## src/rtl/normalizador_pipe.sv

```systemverilog
// normalizador_pipe: three-stage FP normaliser / rounder / packer.
// S1 selects the add or multiply path and counts leading zeros. S2 shifts and extracts G/R/S.
// S3 rounds, detects overflow/underflow and packs the result.
// A single advance enable stalls every stage when the output is blocked.
module normalizador_pipe #(
  parameter int EXP_W  = 8,
  parameter int MAN_W  = 23,
  parameter int PROD_W = 2*(MAN_W+1),
  parameter int SUM_W  = MAN_W+4
) (
  input  logic                   clk,
  input  logic                   rst,
  input  logic                   in_valid,
  output logic                   in_ready,
  input  logic                   OP_input,
  input  logic                   Signo_mul,
  input  logic                   Signo_sum,
  input  logic [EXP_W-1:0]       Exp_comun,
  input  logic [EXP_W:0]         Exp_resul,
  input  logic [PROD_W-1:0]      Producto,
  input  logic [SUM_W-1:0]       Suma_resul,
  input  logic [1:0]             rnd_mode,
  output logic                   out_valid,
  input  logic                   out_ready,
  output logic [EXP_W+MAN_W:0]   Resultado,
  output logic                   flag_ovf,
  output logic                   flag_unf,
  output logic                   flag_inx,
  output logic                   flag_zero
);

  localparam int DW   = PROD_W;
  localparam int LZ_W = $clog2(DW);
  localparam int EW   = EXP_W + 2;
  localparam int XW   = EXP_W + 3;
  localparam logic signed [XW-1:0] X_SAT = XW'((1 << (EW-1)) - 1);
  localparam logic signed [XW-1:0] X_OVF = XW'((1 << EXP_W) - 1);
  localparam logic signed [XW-1:0] X_ONE = XW'(1);
  localparam logic [EXP_W-1:0]     E_MAXFIN = EXP_W'((1 << EXP_W) - 2);

  typedef enum logic [1:0] {RM_RNE = 2'd0, RM_RTZ = 2'd1, RM_RUP = 2'd2, RM_RDN = 2'd3} rnd_e;

  logic w_en;

  // Stage 1 registers
  logic                 r1_valid;
  logic [DW-1:0]        r1_data;
  logic [LZ_W-1:0]      r1_lz;
  logic signed [EW-1:0] r1_exp;
  logic                 r1_sign;
  rnd_e                 r1_rnd;

  // Stage 2 registers
  logic                 r2_valid;
  logic [MAN_W-1:0]     r2_frac;
  logic                 r2_g, r2_r, r2_s;
  logic signed [EW-1:0] r2_exp;
  logic                 r2_sign;
  logic                 r2_zero;
  rnd_e                 r2_rnd;

  // Stage 3 (output) registers
  logic                 r3_valid;
  logic [EXP_W+MAN_W:0] r_res;
  logic                 r_ovf, r_unf, r_inx, r_zero;

  // Stage 1 combinational signals
  logic [DW-1:0]        w_data;
  logic signed [XW-1:0] w_base;
  logic [LZ_W-1:0]      w_lz;
  logic signed [XW-1:0] w_exp1;
  logic signed [XW-1:0] w_exp1_sat;

  // Stage 2 combinational signals
  logic [DW-1:0]        w_v;

  // Stage 3 combinational signals
  logic                 w_inc;
  logic                 w_grs;
  logic [MAN_W:0]       w_fsum;
  logic signed [XW-1:0] w_exp_r;
  logic                 w_ovf_c, w_unf_c, w_to_inf;
  logic [EXP_W+MAN_W:0] w_res;
  logic                 w_ovf, w_unf, w_inx, w_zero;

  assign w_en      = ~r3_valid | out_ready;
  assign in_ready  = w_en;
  assign out_valid = r3_valid;
  assign Resultado = r_res;
  assign flag_ovf  = r_ovf;
  assign flag_unf  = r_unf;
  assign flag_inx  = r_inx;
  assign flag_zero = r_zero;

  // S1: left-align the selected mantissa so that both paths share one carry/hidden position,
  //     then compute the exact leading-zero count and the adjusted exponent.
  always_comb begin
    w_data = OP_input ? Producto : (DW'(Suma_resul) << (DW - SUM_W));
    w_base = OP_input ? {{(XW-EXP_W-1){1'b0}}, Exp_resul} : {{(XW-EXP_W){1'b0}}, Exp_comun};
    w_lz   = '0;
    for (int unsigned i = 0; i < DW-1; i++) begin
      if (w_data[i]) w_lz = LZ_W'(DW - 2 - i);
    end
    if (w_data[DW-1]) w_exp1 = w_base + X_ONE;
    else              w_exp1 = w_base - {{(XW-LZ_W){1'b0}}, w_lz};
    w_exp1_sat = (w_exp1 > X_SAT) ? X_SAT : w_exp1;
  end

  // S1 register: capture path data, shift count, exponent, sign and rounding mode
  always_ff @(posedge clk) begin
    if (rst) begin
      r1_valid <= 1'b0;
    end else if (w_en) begin
      r1_valid <= in_valid;
      r1_data  <= w_data;
      r1_lz    <= w_lz;
      r1_exp   <= w_exp1_sat[EW-1:0];
      r1_sign  <= OP_input ? Signo_mul : Signo_sum;
      r1_rnd   <= rnd_e'(rnd_mode);
    end
  end

  // S2: place the hidden bit at the top of w_v; a right-normalise keeps the data unshifted
  always_comb begin
    if (r1_data[DW-1]) w_v = r1_data;
    else               w_v = {r1_data[DW-2:0], 1'b0} << r1_lz;
  end

  // S2 register: fraction plus guard/round/sticky.
  // After normalisation the hidden bit is clear only for an all-zero input, so it doubles as the zero flag.
  always_ff @(posedge clk) begin
    if (rst) begin
      r2_valid <= 1'b0;
    end else if (w_en) begin
      r2_valid <= r1_valid;
      r2_frac  <= w_v[DW-2 -: MAN_W];
      r2_g     <= w_v[DW-MAN_W-2];
      r2_r     <= w_v[DW-MAN_W-3];
      r2_s     <= |w_v[DW-MAN_W-4:0];
      r2_exp   <= r1_exp;
      r2_sign  <= r1_sign;
      r2_zero  <= ~w_v[DW-1];
      r2_rnd   <= r1_rnd;
    end
  end

  // S3: rounding decision, renormalisation on carry, exception detection and packing.
  // The hidden bit is implicitly 1 here, so a carry out of the fraction means mantissa 2.0 -> 1.0, exp+1.
  always_comb begin
    w_grs = r2_g | r2_r | r2_s;
    case (r2_rnd)
      RM_RNE:  w_inc = r2_g & (r2_r | r2_s | r2_frac[0]);
      RM_RTZ:  w_inc = 1'b0;
      RM_RUP:  w_inc = w_grs & ~r2_sign;
      default: w_inc = w_grs & r2_sign;
    endcase
    w_fsum   = {1'b0, r2_frac} + {{MAN_W{1'b0}}, w_inc};
    w_exp_r  = {{(XW-EW){r2_exp[EW-1]}}, r2_exp} + {{(XW-1){1'b0}}, w_fsum[MAN_W]};
    w_ovf_c  = (w_exp_r >= X_OVF);
    w_unf_c  = (w_exp_r <= 0);
    w_to_inf = (r2_rnd == RM_RNE) | ((r2_rnd == RM_RUP) & ~r2_sign) | ((r2_rnd == RM_RDN) & r2_sign);
    w_res  = '0;
    w_ovf  = 1'b0;
    w_unf  = 1'b0;
    w_inx  = 1'b0;
    w_zero = 1'b0;
    if (r2_zero) begin
      w_res  = {r2_sign, {(EXP_W+MAN_W){1'b0}}};
      w_zero = 1'b1;
    end else if (w_ovf_c) begin
      w_res = w_to_inf ? {r2_sign, {EXP_W{1'b1}}, {MAN_W{1'b0}}}
                       : {r2_sign, E_MAXFIN, {MAN_W{1'b1}}};
      w_ovf = 1'b1;
      w_inx = 1'b1;
    end else if (w_unf_c) begin
      w_res = {r2_sign, {(EXP_W+MAN_W){1'b0}}};
      w_unf = 1'b1;
      w_inx = 1'b1;
    end else begin
      w_res = {r2_sign, w_exp_r[EXP_W-1:0], w_fsum[MAN_W-1:0]};
      w_inx = w_grs;
    end
  end

  // S3 register: output result and flags, held while downstream stalls
  always_ff @(posedge clk) begin
    if (rst) begin
      r3_valid <= 1'b0;
      r_res    <= '0;
      r_ovf    <= 1'b0;
      r_unf    <= 1'b0;
      r_inx    <= 1'b0;
      r_zero   <= 1'b0;
    end else if (w_en) begin
      r3_valid <= r2_valid;
      r_res    <= w_res;
      r_ovf    <= w_ovf;
      r_unf    <= w_unf;
      r_inx    <= w_inx;
      r_zero   <= w_zero;
    end
  end

endmodule

```

## config.mk

```make
export PLATFORM = sky130hd
export DESIGN_NAME = normalizador_pipe
export DESIGN_NICKNAME = d
export VERILOG_FILES = /design/src/rtl/normalizador_pipe.sv
export SDC_FILE = /design/constraint.sdc
export NUM_CORES = 1
export LEC_CHECK = 0
export CAP_MARGIN = 40
export CORE_ASPECT_RATIO = 0.75
export CORE_UTILIZATION = 50
export DETAILED_ROUTE_END_ITERATION = 12
export HOLD_SLACK_MARGIN = 0.03
export PLACE_DENSITY = 0.86
export SETUP_SLACK_MARGIN = 0.02
export SYNTH_ARGS = -nofsm -noshare
export SYNTH_HDL_FRONTEND = slang
export SYNTH_SLANG_ARGS = --single-unit
```

## constraint.sdc

```tcl
create_clock -name clk -period 9.5 [get_ports clk]
set_input_delay 1.9 -clock clk [delete_from_list [all_inputs] [get_ports clk]]
set_output_delay 1.9 -clock clk [all_outputs]
set_load 0.02 [all_outputs]
```

==> results.yml <==
final_layout:
  register_area_um2: 3990
  fillerInstances: 1528
  final_cell_count_no_fill: 1365
  fin_nets: 1213
  syn_to_final_growth_pct: 21.4
  antenna_cells: 0
  multi_input_area_um2: 5710
  drive_above_1_share_pct: 13.1
clock_tree:
  cts_made_buffers: 17
  cts_resized: 0
  cts.sinks: 146
  cts_tree: "done"
  clock_latency_ns: 0.43
  cts_post_setup_buffers_inserted: 0
  cts_root_buf: "clkbuf_16"
  clock_path_buffers: 2
  hold_buffers: 0
  htreeDepth: 4
  cts.clk_slew.worst_paths_ns: 0.06
synth:
  synth_area_um2: 10100
  synthAdderAreaFrac_pct: 1.68
  synth_area_per_cell_um2: 10.3
  synthTopCellsByArea: "edfxtp_1 32%, mux4_2 9.6%, dfxtp_1 7.7%"
  synth-xor-area-share_pct: 2.85
  muxShareOfSynthArea_pct: 21.7
  synth_flop_cell: "edfxtp_1"
  synth_top_cell_by_area: "edfxtp_1"
  synthTopCellsByCount: "107 x edfxtp_1, 101 x nand2_1, 74 x nor2_1, 71 x mux2i_1, 46 x mux2_2"
  ys_seq_elements: 146
  synth_edf_count: 107
  yosysMostFrequentCell: "edfxtp_1"
  synth_top_family_by_area: "multiplexers"
  ys_warn_count: 0
  synth_top_area_share_pct: 31.7
  async_flop_share_pct: 0
  synth_compound_area_share_pct: 14.8
  netlist_instances: 987
  seq_area_frac_synth_pct: 39.4
  synth-simple-area-share_pct: 15.2
  ys_types: 68
  syn-num-nets: 1101
die:
  die_x_um: 166
  start_util_pct: 51.7
  design.die.area_um2: 20800
  die_height_um: 125
  core-area_um2: 19600
  ios: 139
  rows: 44
power_and_ir_drop:
  intPower_uw: 1430
  switching_power_uw: 542
  pwr-share-seq_pct: 40.4
  cellLeakagePower_uw: 0.00459
  power_density_nw_per_um2: 160
  swShare_pct: 27.5
  p_clk_share_pct: 35.8
  vdd_ir_drop_max_v: 0.000136
  power_frac_comb_pct: 23.8
detailed_routing:
  wl_per_cell_um: 19.6
  vias: 8425
  final_antenna_net_count: 0
  wl_um: 26800
  drtIter0Drc: 853
  first_pass_iters: 11
  via_per_inst: 6.17
  drcViolationCount: 4
placement:
  numPortBuffers: 138
  place_ws_ns: 3.46
  dp_cells: 1333
  hpwlAfterDp_um: 19900
  gp_congestion: 1.01
sta:
  setup_tns_ns: 0
  clock_skew_ns: 0.0142
  hold_viol_final: 0
  rsz0062_at_grt: "false"
  finalSetupViolCount: 0
  period_share_pct: 59.3
  setup_ws_ns: 3.86
  fmax_mhz: 177
  slew_violations: 0
  period_needed_ns: 5.64
  slew_headroom_pct: 43.0
  tightestPinTransition_ns: 0.855
critical_path:
  cp-start-kind: "input pin"
  cp-end-kind: "flop"
  critPathArrivalTime_ns: 5.81
  cp_max_fo: 45
  required_ns: 9.67
  worstSetupPathType: "in2reg"
global_routing:
  grt_pass1_wl_um: 42900
  grt_antenna_before_repair: 0
  grt-ovfl-total: 0
  grt_max_degree: 76
  grt_use_total_pct: 26.2
  grt_pass1_vias: 8038
hold_path:
  hp-class: "reg2reg"
status:
  status: "finished with violations"
  violations: "DRC"
flow_run:
  maxCapViolCount: 0
-- path summary, 6_finish.rpt --
check / end / from / slack, ns / cells past startpoint
setup / recovery: r1_exp[8] / OP_input / 3.86 / 18
hold / removal: r2_rnd[0] / r1_rnd[0] / 0.42 / 0
setup reg to reg: Resultado[2] / r2_rnd[1] / 4.53 / 17
hold reg to reg: r2_rnd[0] / r1_rnd[0] / 0.42 / 0
-- cell families after synthesis --
family | count (synthesis)
XOR/XNOR | 33
buffers and inverters | 97
AO/OA/AOI/OAI | 220
adder cells (fa/ha/maj) | 13
flip-flops | 146
multiplexers | 160
AND/OR/NAND/NOR | 318
-- per-layer routing --
metal	track usage, %	wire [µm]
met1	36.7	11800
met2	40.3	11900
met3	5.57	2420
met4	9.15	621
met5	0	0
-- power groups by stage --
stage / Sequential [µW] / Combinational, µW / Clock [µW]
6_report: 796 / 468 / 706
3_5_place_dp: 805 / 460 / 0
3_3_place_gp: 802 / 452 / 0
4_1_cts: 794 / 464 / 716
2_1_floorplan: 806 / 302 / 0
5_1_grt: 802 / 504 / 738
-- layout by cell type (no fill, tap or decap), types with 13 or more instances in the layout --
master / instances
mux4_2: 43
edfxtp_1: 107
xor2_1: 18
clkbuf_16: 19
nand2_1: 101
mux2i_1: 71
o21ai_1: 20
a22o_1: 32
nand3_1: 26
dfxtp_1: 39
nand4_1: 13
xnor2_1: 15
a21oi_1: 32
clkdlybuf4s50_1: 137
nor3_1: 13
inv_1: 36
o21ai_0: 41
nor2_1: 73
and2_1: 24
mux2_2: 46
-- final cells by class --
type                    count  area share, %
well taps                 253           2.57
multi-input cells         744           46.4
inverters                  38           1.16
clock buffers              24           4.18
repair buffers            152           12.2
clock inverters             8          0.987
flip-flops and latches    146           32.5
-- registers in the layout, indices dropped and copies added (netlist names), 2 cells and up --
name / count
r1_exp: 10
r2_exp: 10
r1_data: 48
Resultado: 32
r2_rnd: 2
r1_rnd: 2
r1_lz: 6
r2_frac: 23
-- stage by stage --
step	hold WS, ns	area (µm²)	utilization (%)	power [µW]
finish	0.421	12300	62.8	1970
global route	0.439	12300	62.8	2040
CTS	0.417	12300	62.8	1970
detailed placement	0.407	11700	59.5	1260
global placement	0.402	11600	59.3	1250
floorplan	0.400	10100	-	1110
-- critical path: stages --
cell      delay, ns
buf_2          0.56
mux2i_1        0.46
o21ai_0        0.17
a211oi_1       0.25
o31ai_1        0.10
a31oi_1        0.17
o31ai_1        0.11
a211oi_1       0.33
ha_1           0.22
inv_1          0.06
fa_1           0.39
a21o_1         0.17
a21oi_1        0.24
o21bai_1       0.09
a21boi_1       0.22
a31oi_1        0.13
xnor2_1        0.18
nand2_1        0.07
(Power assumes the default switching activity.)
